<file path="src/rtl/cm0_dap_cdc_capture_data.sv">
// Receive end of a 32-bit toggle-handshake CDC channel: synchronise REQTOG, capture REGDI, hand it to the consumer, return ACKTOG.
// Optional parity check on the captured word is enabled by defining CM0_DAP_CDC_CAPTURE_PARITY_EN.
module cm0_dap_cdc_capture_data #(
  parameter int PRESENT     = 1,
  parameter int SYNC_STAGES = 2
) (
  input  logic        REGCLK,
  input  logic        REGRESET,
  input  logic        REQTOG,
  input  logic [31:0] REGDI,
`ifdef CM0_DAP_CDC_CAPTURE_PARITY_EN
  input  logic        REGDIP,
  output logic        PARERR,
`endif
  input  logic        DATAREADY,
  output logic        DATAVALID,
  output logic [31:0] DATAO,
  output logic        ACKTOG,
  output logic        OVERRUN
);

  localparam logic [0:0] IDLE = 1'b0;
  localparam logic [0:0] HOLD = 1'b1;

  // Out-of-range depths are clamped so the chain always has a legal 2..4 flops.
  localparam int SYNC_DEPTH = (SYNC_STAGES < 2) ? 2 : ((SYNC_STAGES > 4) ? 4 : SYNC_STAGES);

  // Flags a word whose launch parity is even (odd parity expected).
  function automatic logic parity_error(input logic par, input logic [31:0] data);
    parity_error = ~^{par, data};
  endfunction

  generate
    if (PRESENT != 0) begin : g_present
      logic [SYNC_DEPTH-1:0] reqsync;
      logic                  reqs;
      logic                  reqprev;
      logic                  reqedge;
      logic [0:0]            state;
      logic                  valid;
      logic [31:0]           data;
      logic                  ack;
      logic                  overrun;
      logic                  parerr;
      logic                  capture_perr;

`ifdef CM0_DAP_CDC_CAPTURE_PARITY_EN
      assign capture_perr = parity_error(REGDIP, REGDI);
`else
      assign capture_perr = 1'b0;
`endif

      // Request toggle synchroniser into REGCLK.
      always_ff @(posedge REGCLK) begin
        if (REGRESET) begin
          reqsync <= '0;
        end else begin
          reqsync <= {reqsync[SYNC_DEPTH-2:0], REQTOG};
        end
      end

      assign reqs    = reqsync[SYNC_DEPTH-1];
      assign reqedge = reqs ^ reqprev;

      // Capture/hold handshake; REGDI is only sampled on the IDLE->HOLD step.
      always_ff @(posedge REGCLK) begin
        if (REGRESET) begin
          state   <= IDLE;
          reqprev <= 1'b0;
          valid   <= 1'b0;
          data    <= 32'h0000_0000;
          ack     <= 1'b0;
          overrun <= 1'b0;
          parerr  <= 1'b0;
        end else begin
          case (state)
            IDLE: begin
              if (reqedge) begin
                data    <= REGDI;
                valid   <= 1'b1;
                reqprev <= reqs;
                parerr  <= capture_perr;
                state   <= HOLD;
              end else begin
                state <= IDLE;
              end
            end
            HOLD: begin
              // A new toggle while holding is left pending; it is taken after accept.
              if (reqedge) begin
                overrun <= 1'b1;
              end else begin
                overrun <= overrun;
              end
              if (DATAREADY) begin
                valid  <= 1'b0;
                ack    <= ~ack;
                parerr <= 1'b0;
                state  <= IDLE;
              end else begin
                state <= HOLD;
              end
            end
            default: begin
              valid  <= 1'b0;
              parerr <= 1'b0;
              state  <= IDLE;
            end
          endcase
        end
      end

      assign DATAVALID = valid;
      assign DATAO     = data;
      assign ACKTOG    = ack;
      assign OVERRUN   = overrun;
`ifdef CM0_DAP_CDC_CAPTURE_PARITY_EN
      assign PARERR    = parerr;
`else
      logic unused_parerr;
      assign unused_parerr = parerr;
`endif
    end else begin : g_absent
      logic unused_inputs;
`ifdef CM0_DAP_CDC_CAPTURE_PARITY_EN
      assign unused_inputs = ^{REGCLK, REGRESET, REQTOG, REGDI, DATAREADY, REGDIP};
      assign PARERR        = 1'b0;
`else
      assign unused_inputs = ^{REGCLK, REGRESET, REQTOG, REGDI, DATAREADY};
`endif
      assign DATAVALID = 1'b0;
      assign DATAO     = 32'h0000_0000;
      assign ACKTOG    = 1'b0;
      assign OVERRUN   = 1'b0;
    end
  endgenerate

endmodule

</file>
<file path="config.mk">
export PLATFORM = sky130hd
export DESIGN_NAME = cm0_dap_cdc_capture_data
export DESIGN_NICKNAME = d
export VERILOG_FILES = /design/src/rtl/cm0_dap_cdc_capture_data.sv
export SDC_FILE = /design/constraint.sdc
export NUM_CORES = 1
export LEC_CHECK = 0
export CAP_MARGIN = 20
export CELL_PAD_IN_SITES_DETAIL_PLACEMENT = 1
export CELL_PAD_IN_SITES_GLOBAL_PLACEMENT = 1
export CORE_AREA = 2 2 74 76
export DETAILED_ROUTE_END_ITERATION = 16
export DIE_AREA = 0 0 76 78
export GPL_TIMING_DRIVEN = 0
export PLACE_DENSITY = 0.89
export SYNTH_ARGS = -nofsm -noshare
export SYNTH_HDL_FRONTEND = slang
export SYNTH_SLANG_ARGS = --single-unit
</file>
<file path="constraint.sdc">
create_clock -name REGCLK -period 2.7 [get_ports REGCLK]
set_clock_uncertainty 0.1 [all_clocks]
set_input_delay 0.54 -clock REGCLK [delete_from_list [all_inputs] [get_ports REGCLK]]
set_output_delay 0.54 -clock REGCLK [all_outputs]
set_load 0.02 [all_outputs]
</file>
## Word-level counts from Yosys, hierarchy flattened

Cells that the tools add are included.

| storage, ports and cells | value |
|---|---|
| bits in registers | 39 |
| input port bits | 36 |
| output and inout bits | 35 |
| word-level logic and storage cells | 22 |

| operators by class | value |
|---|---|
| equality and inequality tests | 2 |
| muxes and demuxes | 6 |
| bitwise gates (word level) | 3 |
| reduce and logical (&&, ||, !) cells | 4 |

Operators by type and width:

| operator | number |
|---|---|
| AND reduction 2 bit | 4 |
| 2-to-1 mux 1 bit | 4 |
| inequality test 2 bit, second input constant | 2 |
| case mux 1 bit (2 select lines) | 2 |
| NOT 1 bit | 2 |
| bitwise XOR 1 bit | 1 |

## Logic depth before layout (Yosys ltp)

| logic depth | value |
|---|---|
| depth after elaboration | 3 |
| mapped depth | 5 |
| gate-level depth less buffers | 3 |

## Worst setup path before layout

OpenSTA, ideal clock, no wires.

| timing path | value |
|---|---|
| path type | input to register |
| from | in REGRESET |
| to | reg g_present.data[18] (netlist: DATAO[18]) |
| library setup time | 0.118 ns |
| arrival | 1.173 ns |
| required time | 2.482 ns |
| setup slack | 1.309 ns |
| stages | 4 |
| cells stage by stage | clkbuf_1 -> clkbuf_1 -> nand2b_1 -> mux2i_1 |

RTL lines:

| item | RTL line | RTL |
|---|---|---|
| start: declaration | 8 | `input logic REGRESET,` |
| end signal: assignment | 71 | `data <= 32'h0000_0000;` |
| end signal: assignment | 79 | `data <= REGDI;` |
| end: declaration | 41 | `logic [31:0] data;` |

## Final worst setup path

| timing path | value |
|---|---|
| from | reg g_present.data[28] (netlist: DATAO[28]) |
| to | out DATAO[28] |

RTL lines:

| item | RTL line | RTL |
|---|---|---|
| end: declaration | 17 | `output logic [31:0] DATAO,` |

No word-level cell between the ends.

==> reports/qor.yml <==
power:
  p_sw_uw: 321.3
  powerDensity_mw_per_mm2: 499.5
  power.share.clock_pct: 31.0
  switching_share_pct: 25.09
  comb_power_share_pct: 20.3
  internal_power_uw: 959.4
  ir_drop_mv: 0.4014
  p_leak_nw: 0.9169
  power_frac_seq_pct: 48.7
clock_network:
  cts_tree: "yes"
  cts_setup_buffers: 0
  clock_latency_ns: 0.28
  cts_resized: 0
  numCtsBuffers: 5
  cts_root_buf: "clkbuf_8"
  clk_pin_slew_ns: 0.07
  htree_levels: 2
  clock-sinks: 39
  hold_buffers: 0
  clock_path_buffers: 2
synthesis:
  yosysWarnings: 0
  synth_top_cell_by_area: "dfxtp_1"
  ys.flop_type: "dfxtp_1"
  ys_seq_elements: 39
  netlist.area_leader.share_pct: 45.98
  async_flop_share_pct: 0
  yosysSeqAreaShare_pct: 45.98
  synth_edf_count: 0
  yosysMostFrequentCell: "nand2b_1"
  syn_area_mm2: 0.001698
  synth_common_cells: "nand2b_1, dfxtp_1, mux2i_1"
  synth_cells: 163
  synth.distinct_cells: 14
  syn_area_per_cell_um2: 10.42
  syn_nets: 199
  synth_area_leaders: "dfxtp_1, nand2b_1, mux2i_1"
run:
  drv_cap: 0
sta:
  rsz0062_at_grt: "no"
  fmax_mhz: 528.9
  finalSetupViolations: 0
  totalNegativeSetupSlack_ns: 0
  post-route-min-period_ns: 1.891
  drv_slew: 0
  relSlewSlack_pct: 74.31
  min_period_over_period_pct: 70.03
  tightest_slew_ns: 0.3853
  hold_violations: 0
min_path:
  hold_path_depth: 1
  hold_end: "g_present.reqsync[1]$_SDFF_PP0_"
  min_from: "g_present.reqsync[0]$_SDFF_PP0_"
  min_path_type: "reg2reg"
critical_path:
  reg2reg_to: "DATAO[16]$_SDFFE_PP0P_"
  arrival_ns: 1.25
  crit_path_max_fanout: 2
  cp_slowest_cell: "clkdlybuf4s50_1"
  cp.depth: 1
  endpoint_kind: "primary output"
  worstPathRequired_ns: 2.06
  path_cells: "clkdlybuf4s50_1"
  worst-path-buf-inv: 1
  slowest_delay_ns: 0.61
  critPathKind: "reg2out"
  rr_worst_depth: 5
  ff2ff_setup_slack_ns: 1.25
  crit_family: "buffers and inverters"
  cp-start-kind: "register"
  timing.rr.start: "g_present.reqsync[1]$_SDFF_PP0_"
floorplanning:
  coreArea_mm2: 0.005042
  start_util_pct: 33.67
  num_rows: 26
  io-pin-count: 71
  die_area_mm2: 0.005928
  dieHeight_um: 78
  die_w_um: 76
detailed_routing:
  wire_per_inst_um: 13.28
  routed_wl_um: 4103
  dr_total_vias: 1365
  drt_iter0_drc: 29
  detail-route-antenna-nets: 0
  via_per_inst: 4.417
  dr.pass1.iters: 4
  drc: 0
placed_design:
  port_buffers: 69
  place_inst: 302
  dp_hpwl_um: 3105
  gp_congestion: 0.6759
finish:
  drive_gt1_share_pct: 4.603
  final_nets: 275
  syn2layout_area_growth_pct: 50.99
  antenna_cells: 0
  instances_no_fill: 309
grt:
  grt_max_degree: 12
  grt_usage_pct: 14.82
  grt_pass1_wl_um: 6982
  gr-total-overflow: 0
  antenna_found_initial: 0
  grt_pass1_vias: 1474
outcome:
  status: "finished clean"
-- state kept, by name (all words and copies together) (netlist names) --
signal	cells
ACKTOG	1
DATAO	32
DATAVALID	1
OVERRUN	1
g_present.reqprev	1
g_present.reqsync	2
g_present.state	1
-- layout make-up --
class	instances	area [µm²]
fillers	578	2479
multi-input cells	112	815.8
flip-flops and latches	39	780.7
repair buffers	69	690.7
plain buffers	12	101.3
well taps	70	87.58
clock buffers	6	82.58
clock inverters	1	5.005
-- worst max path at each step --
stage	startpoint	end	slack, ns
final	DATAO[28]$_SDFFE_PP0P_	DATAO[28]	0.81
after global routing	DATAO[27]$_SDFFE_PP0P_	DATAO[27]	0.75
after CTS	DATAVALID$_SDFFE_PP0P_	DATAVALID	0.79
after detailed placement	REGRESET	DATAO[20]$_SDFFE_PP0P_	1.08
after global placement	REGRESET	DATAO[18]$_SDFFE_PP0P_	1.07
after floorplan	REGRESET	DATAO[18]$_SDFFE_PP0P_	1.31
-- worst reg2reg max path, delay by kind of cell, from the launching register on --
family                 cells  cell delay (ns)
flip-flops                 1             0.35
AND/OR/NAND/NOR            1             0.18
XOR/XNOR                   1             0.25
buffers and inverters      2             0.30
multiplexers               1             0.19
-- power by group through the flow --
stage | sequential [mW] | clock, mW | combinational (mW)
after floorplan | 0.670 | 0 | 0.103
after global placement | 0.636 | 0 | 0.258
after detailed placement | 0.638 | 0 | 0.263
after CTS | 0.625 | 0.414 | 0.265
after global routing | 0.629 | 0.444 | 0.280
final | 0.624 | 0.397 | 0.260
-- layer usage --
metal	share of wire, %	track usage [%]
met5	0	0
met4	1.8	5.091
met3	6.9	5.233
met2	49	26.16
met1	42	16.65
-- cells in the final DEF, fill, tap and decap left out, drive strengths merged --
cell and n:
clkdlybuf4s50 69, a21oi 2, nand2b 64, clkbuf 14
buf 4, nor2b 2, nor2 4, xor2 2
nand2 2, and2b 1, or2b 1, clkinv 1
dfxtp 39, nor3b 1, mux2i 33
-- through the flow --
stage | utilization (%) | total power, mW | hold slack [ns] | worst slack, ns | cell area [µm²]
floorplan | - | 0.7726 | 0.3138 | 1.309 | 1698
global placement | 49.11 | 0.8948 | 0.3198 | 1.075 | 2476
detailed placement | 49.11 | 0.9011 | 0.3311 | 1.084 | 2476
CTS | 50.84 | 1.303 | 0.3481 | 0.7864 | 2564
global route | 50.84 | 1.353 | 0.3644 | 0.7480 | 2564
finish | 50.84 | 1.281 | 0.3434 | 0.8091 | 2564
-- logic make-up after synthesis --
family | count (synthesis) | share of synthesized area (%)
multiplexers | 33 | 19.45
flip-flops | 39 | 45.98
XOR/XNOR | 2 | 1.032
AND/OR/NAND/NOR | 75 | 26.97
buffers and inverters | 12 | 5.969
AO/OA/AOI/OAI | 2 | 0.5896
No activity file was read; power rests on OpenSTA's default activity.
